**src/rtl/bcd_tick_counter_if.sv**
```systemverilog
// Control inputs and display/count outputs of the BCD tick counter.
interface bcd_tick_counter_if;
   logic        tick_in;
   logic        run;
   logic        up;
   logic        clear;
   logic [15:0] count;
   logic [6:0]  seg;
   logic [3:0]  an;
   logic        dp;

   modport master (output tick_in, run, up, clear, input count, seg, an, dp);
   modport slave  (input tick_in, run, up, clear, output count, seg, an, dp);
endinterface

```
**src/rtl/bcd_tick_counter.sv**
```systemverilog
// Four-digit BCD up/down counter of tick_in rising edges, scanned onto a
// common-anode seven-segment display; dp on digit 0 flags a wrap.
module bcd_tick_counter #(
   parameter int unsigned SCAN_DIV = 100000
) (
   input  logic                clk_i,
   input  logic                reset_ni,
   bcd_tick_counter_if.slave   bus
);
   localparam int unsigned SW = (SCAN_DIV > 1) ? $clog2(SCAN_DIV) : 1;

   logic          tick_prev_q;
   logic [15:0]   count_q, count_d;
   logic          wrap_q, wrap_d;
   logic [SW-1:0] scan_cnt_q, scan_cnt_d;
   logic [1:0]    idx_q, idx_d;
   logic          tick_rise;
   logic          carry;
   logic [3:0]    dig;
   logic [3:0]    cur_digit;

   function automatic logic [6:0] decode(input logic [3:0] d);
      case (d)
         4'd0:    decode = 7'h40;
         4'd1:    decode = 7'h79;
         4'd2:    decode = 7'h24;
         4'd3:    decode = 7'h30;
         4'd4:    decode = 7'h19;
         4'd5:    decode = 7'h12;
         4'd6:    decode = 7'h02;
         4'd7:    decode = 7'h78;
         4'd8:    decode = 7'h00;
         4'd9:    decode = 7'h10;
         default: decode = 7'h7F;
      endcase
   endfunction

   assign tick_rise = bus.tick_in & ~tick_prev_q;

   // Ripple a single +1/-1 through the digits; a carry out of d3 is a wrap.
   always_comb begin
      count_d = count_q;
      wrap_d  = wrap_q;
      carry   = 1'b0;
      dig     = 4'd0;
      if (bus.clear) begin
         count_d = 16'h0000;
         wrap_d  = 1'b0;
      end else if (tick_rise && bus.run) begin
         carry = 1'b1;
         for (int i = 0; i < 4; i++) begin
            dig = count_q[4*i +: 4];
            if (carry) begin
               if (bus.up) begin
                  if (dig == 4'd9) dig = 4'd0;
                  else begin dig = dig + 4'd1; carry = 1'b0; end
               end else begin
                  if (dig == 4'd0) dig = 4'd9;
                  else begin dig = dig - 4'd1; carry = 1'b0; end
               end
            end
            count_d[4*i +: 4] = dig;
         end
         if (carry) wrap_d = 1'b1;
      end
   end

   always_comb begin
      scan_cnt_d = scan_cnt_q + SW'(1);
      idx_d      = idx_q;
      if (scan_cnt_q == SW'(SCAN_DIV - 1)) begin
         scan_cnt_d = '0;
         idx_d      = idx_q + 2'd1;
      end
   end

   always_ff @(posedge clk_i or negedge reset_ni) begin
      if (!reset_ni) begin
         tick_prev_q <= 1'b0;
         count_q     <= 16'h0000;
         wrap_q      <= 1'b0;
         scan_cnt_q  <= '0;
         idx_q       <= 2'd0;
      end else begin
         tick_prev_q <= bus.tick_in;
         count_q     <= count_d;
         wrap_q      <= wrap_d;
         scan_cnt_q  <= scan_cnt_d;
         idx_q       <= idx_d;
      end
   end

   assign cur_digit = count_q[4*idx_q +: 4];
   assign bus.count = count_q;
   assign bus.seg   = decode(cur_digit);
   assign bus.an    = ~(4'b0001 << idx_q);
   assign bus.dp    = ~((idx_q == 2'd0) & wrap_q);
endmodule

```
**src/flat_wrapper.sv**
```systemverilog
// flat-port wrapper written by rule: the top's interface ports become plain ports
module bcd_tick_counter_flat 
#(
   parameter int unsigned SCAN_DIV = 100000
)
  (clk_i, reset_ni, bus_tick_in, bus_run, bus_up, bus_clear, bus_count, bus_seg, bus_an, bus_dp);
  bcd_tick_counter_if bus_i ();
  input  logic clk_i;
  input  logic reset_ni;
  input wire logic [$bits(bus_i.tick_in)-1:0] bus_tick_in;
  input wire logic [$bits(bus_i.run)-1:0] bus_run;
  input wire logic [$bits(bus_i.up)-1:0] bus_up;
  input wire logic [$bits(bus_i.clear)-1:0] bus_clear;
  output wire logic [$bits(bus_i.count)-1:0] bus_count;
  output wire logic [$bits(bus_i.seg)-1:0] bus_seg;
  output wire logic [$bits(bus_i.an)-1:0] bus_an;
  output wire logic [$bits(bus_i.dp)-1:0] bus_dp;
  assign bus_i.tick_in = bus_tick_in;
  assign bus_i.run = bus_run;
  assign bus_i.up = bus_up;
  assign bus_i.clear = bus_clear;
  assign bus_count = bus_i.count;
  assign bus_seg = bus_i.seg;
  assign bus_an = bus_i.an;
  assign bus_dp = bus_i.dp;
  bcd_tick_counter #(.SCAN_DIV(SCAN_DIV)) u_core (.clk_i(clk_i), .reset_ni(reset_ni), .bus(bus_i));
endmodule
```
**config.mk**
```make
export PLATFORM = sky130hd
export DESIGN_NAME = bcd_tick_counter_flat
export DESIGN_NICKNAME = d
export VERILOG_FILES = /design/src/rtl/bcd_tick_counter_if.sv /design/src/rtl/bcd_tick_counter.sv /design/src/flat_wrapper.sv
export SDC_FILE = /design/constraint.sdc
export NUM_CORES = 1
export LEC_CHECK = 0
export CAP_MARGIN = 20
export CORE_AREA = 2 2 93 113
export DETAILED_ROUTE_END_ITERATION = 10
export DIE_AREA = 0 0 95 115
export GPL_ROUTABILITY_DRIVEN = 0
export SETUP_SLACK_MARGIN = 0.15
export SYNTH_ARGS = -nofsm -noshare
export SYNTH_HDL_FRONTEND = slang
export SYNTH_SLANG_ARGS = --single-unit
```
**constraint.sdc**
```tcl
create_clock -name clk_i -period 3.9 [get_ports clk_i]
set_input_delay 0.78 -clock clk_i [delete_from_list [all_inputs] [get_ports clk_i]]
set_output_delay 0.78 -clock clk_i [all_outputs]
set_load 0.005 [all_outputs]
```
==> results.txt <==
The tools report the number of pins exceeding their max-slew limit in the final report as 0. The global-route met1 utilization is 0.182, and the placed cell count is 464. The detailed router placed 2,479 vias in this run. The area share of the leading cell type in the synthesized netlist is 0.318.

The worst setup path is launched from a register. Dividing the synthesized area by the synthesized cell count gives 9.24 sq um. The worst hold path belongs to the class reg2reg. Summed over all layers, the global routing overflow is 0.

The worst-path maximum fanout was 7; the area of combinational cells with multiple inputs was 1820 sq um. The sequential fraction of the synthesis area is 0.318. The dominant cell type by area after synthesis is sky130_fd_sc_hd__dfrtp_1. The row count is 40, and the proportion of register bits with asynchronous set or reset after synthesis is 1.00. The insertion delay of the later-clocked pin in the worst-skew pair is 0.28 ns, and the worst setup slack before clock tree synthesis is 0.839 ns. For the share of total power in the clock network, the log shows 0.423.

The number of standard cells in the layout, taps in and fillers out was 472. The slowest stage of the critical path is the sky130_fd_sc_hd__mux4_2 cell. In the final routed layout, each cell accounts on average for 14.9 um.

The most used routing layer was met2. The startpoint identified for the worst register-to-register timing path is u_core.bus.count[0]. The analysis attributes to net switching a power of 305 uW. The net total in the final layout is 373.

The cell internal power dissipation was 804 uW; the number of cells on the worst hold path was 1. The worst hold path begins at u_core.scan_cnt_q[0]. The run gives 0.217 mV as the worst IR drop on VDD.

Counting stages on the worst path, the most repeated cell is sky130_fd_sc_hd__a21oi_1. The placeable core region is 9860 sq um. The simple-gate portion of the synthesized area came out at 0.274. The worst register-to-register path has a setup slack of 1.80 ns. For the layout filler cell count, the log shows 1,014. For the post-CTS setup-driven buffer insertion count, the log shows 0. The run gives 0.196 as the part of the total power dissipated in combinational logic. In this run the power density over the cells is 317 nW/um^2. After routing, the total negative slack on setup checks comes to 0 ns. For hold timing, the worst endpoint is u_core.scan_cnt_q[0].

Synthesis produced 315 cells. The reg-to-reg critical path endpoint was u_core.bus.count[11]. The global-route met2 utilization is 0.221. After clock tree synthesis, the clock-pin slew on the worst setup and hold paths is 0.06 ns. The synthesized netlist occupies a cell area of 2910 sq um. The logs give 0 for the number of antenna cells inserted and 343 for the synthesized net count.

The compound-cell area share of the yosys netlist was 0.165; the total non-filler cell area in the finished layout was 3500 sq um. CTS placed an instance of sky130_fd_sc_hd__clkbuf_16 at the clock tree root. The routed via count divided by cell count was 5.25. The total wire length came out at 7020 um. The number of enable-type register cells in the synthesized netlist came out at 0. Across the whole layout, storage elements account for 926 sq um. Setup repair after global routing left no endpoint under its margin. For the met3 demand-to-capacity share in global routing, the log shows 0.0315.

Clock sink count: 37. Yosys attributes the largest share of cell area to sky130_fd_sc_hd__dfrtp_1 32%, sky130_fd_sc_hd__ha_1 9.5%, sky130_fd_sc_hd__nor2_1 4.0%. The XOR/XNOR share of the synthesized area came out at 0.0541.

The clock passes through at most 2 buffers. Power comes to 1.11 mW. Walking the worst path, the cells encountered are mux4_2 -> inv_1 -> ha_1 -> or2_0 -> a21oi_1 -> a21oi_1 -> clkdlybuf4s50_1. The depth of the worst register-to-register path is 6. 34 I/O pins were placed.

In this run the vertical extent of the chip is 115 um. Hold repair after CTS inserted 0 buffers. Together, buffers and inverters on the worst path number 2. The tools report the initial antenna violation count as 0. After detailed routing, the number of remaining DRC violations is 0. Setup violations remaining at the end of the flow were counted as 0. The pre-antenna-repair detailed-routing pass consisted of 4 iterations.

Most used flip-flop cell after synthesis: sky130_fd_sc_hd__dfrtp_1. The number of nets with antenna violations after detailed routing was 0; the wire length of the first global-routing pass was 12,000 um. The tools report the max-capacitance violation count as 0. For the final database, setup skew stands at 0.00596 ns. The synthesized netlist contains 70 unique library cells. The logs give 1.43 nW for the cell leakage power and 0.297 GHz for the peak clock frequency supported by timing.

The tools report the critical path arrival as 2.59 ns. The largest stage delay on the critical path works out to 0.63 ns. Entering global routing, the biggest net connects 38 pins. The kind of end point of the critical path was an output pin. The number of buffers added by the clock tree synthesis step is 5.

The setup path with the least slack is of type reg2out. Counting flops and latches in the post-synthesis netlist gives 37. At the pin with the least slew margin, the transition time is 0.850 ns.

The run gives 0.534 ns as the slack of the critical path. The count of buffers from port buffering came out at 33. The synthesis warning total is 0, and the area growth from synthesis to final layout is 20.1%. The flow ran to the end, and the final reports show no timing, DRC or antenna violations.

The H-tree was split into 2 levels. The minimum clock period after layout came out at 3.37 ns. The half-perimeter wire length of the detailed placement result was 5080 um. The required time reported for the critical path endpoint came out at 3.12 ns. The effective utilization at floorplan is 0.295, and the synthesized-area fraction occupied by adder cells is 0.0945. Library cell with the highest instance count after synthesis: sky130_fd_sc_hd__dfrtp_1. The overall routing resource usage came out at 0.138. By count the netlist is led by 37 x sky130_fd_sc_hd__dfrtp_1, 31 x sky130_fd_sc_hd__nor2_1, 22 x sky130_fd_sc_hd__ha_1.

The tools report the remaining max-slew budget at the tightest pin as 0.433. In this run, post-CTS repair resized a total of 0 instances. The sequential cell fraction of total power was 0.381. The top cell family by delay on the critical path was buffers and inverters.

The via count of the first global-routing pass was 2,396; the switching power share of the total was 0.275. The logs give 0 for the count of endpoints failing hold in the final timing report and 134 for the violation count after the first detailed-route iteration. The die footprint is 10,900 sq um. After synthesis, the largest family of logic cells by area is simple AND/OR/NAND/NOR gates. Share of the cycle needed by the critical path after routing: 0.863.

In this run the cell area measured after placement is 3320 sq um. The mux cell area share after synthesis came out at 0.0382. The share of post-route cells with drive strength above 1 was 0.110; the horizontal extent of the die was 95 um.

TritonCTS built the clock tree.
-- registers in the layout (all words and copies together) (netlist names) --
| signal | flops |
|---|---|
| u_core.wrap_q | 1 |
| u_core.tick_prev_q | 1 |
| u_core.scan_cnt_q | 17 |
| u_core.bus.count | 16 |
| u_core.idx_q | 2 |
-- cells in the final DEF, fill, tap and decap left out, types with 4 or more instances in the layout --
master,netlist,layout
sky130_fd_sc_hd__nand3_1,11,11
sky130_fd_sc_hd__nor2b_1,7,7
sky130_fd_sc_hd__nor3_1,6,6
sky130_fd_sc_hd__xor2_1,9,9
sky130_fd_sc_hd__nor3b_1,6,6
sky130_fd_sc_hd__nand4_1,6,6
sky130_fd_sc_hd__ha_1,22,22
sky130_fd_sc_hd__xnor2_1,9,9
sky130_fd_sc_hd__nor4b_1,4,4
sky130_fd_sc_hd__and4_1,6,6
sky130_fd_sc_hd__nand2_1,19,19
sky130_fd_sc_hd__clkbuf_16,0,5
sky130_fd_sc_hd__dfrtp_1,37,37
sky130_fd_sc_hd__nor2_1,31,31
sky130_fd_sc_hd__clkdlybuf4s50_1,0,32
sky130_fd_sc_hd__mux4_2,4,4
sky130_fd_sc_hd__a21oi_1,20,20
sky130_fd_sc_hd__inv_1,19,19
sky130_fd_sc_hd__a31oi_1,5,5
sky130_fd_sc_hd__nand2b_1,4,4
sky130_fd_sc_hd__o21ai_0,14,14
-- worst reg2reg max path: cells and delay by family (launching register included) --
family,cells,cell delay (ns)
AO/OA/AOI/OAI,2,0.38
AND/OR/NAND/NOR,2,0.75
adder cells (fa/ha/maj),1,0.27
flip-flops,1,0.50
buffers and inverters,1,0.14
-- power groups by stage --
stage | combinational [mW] | clock [mW] | sequential [mW]
2_1_floorplan | 0.143 | 0 | 0.420
3_3_place_gp | 0.215 | 0 | 0.429
3_5_place_dp | 0.218 | 0 | 0.430
4_1_cts | 0.219 | 0.477 | 0.423
5_1_grt | 0.244 | 0.496 | 0.426
6_report | 0.217 | 0.469 | 0.423
-- through the flow --
stage                util  hold slack (ns)
CTS                 0.355            0.480
detailed placement  0.337            0.472
floorplan               -            0.448
finish              0.355            0.478
global placement    0.337            0.467
global route        0.355            0.508
-- layer usage --
| layer | share of wire | vias to the layer above |
|---|---|---|
| met2 | 0.47 | 60 |
| li1 | - | 1207 |
| met4 | 0.021 | 0 |
| met5 | 0 | - |
| met3 | 0.053 | 9 |
| met1 | 0.46 | 1203 |
-- layout make-up --
cell class | instances | area share
Multi-Input combinational cell | 246 | 0.521
Tap cell | 126 | 0.0451
Inverter | 19 | 0.0204
Clock inverter | 3 | 0.0132
Clock buffer | 5 | 0.0358
Timing Repair Buffer | 36 | 0.0995
Sequential cell | 37 | 0.265
-- logic make-up after synthesis --
kind of cell,Yosys count
AND/OR/NAND/NOR,131
AO/OA/AOI/OAI,69
flip-flops,37
buffers and inverters,32
adder cells (fa/ha/maj),22
XOR/XNOR,18
multiplexers,6
-- worst max path at each step --
stage	cells past startpoint	end	start
detailed placement	7	bus_seg[3]	u_core.idx_q[0]
finish	7	bus_seg[3]	u_core.idx_q[0]
floorplan	6	bus_seg[0]	u_core.idx_q[0]
global placement	6	bus_seg[0]	u_core.idx_q[0]
CTS	7	bus_seg[3]	u_core.idx_q[0]
global route	7	bus_seg[3]	u_core.idx_q[0]
(Power assumes the default switching activity.)
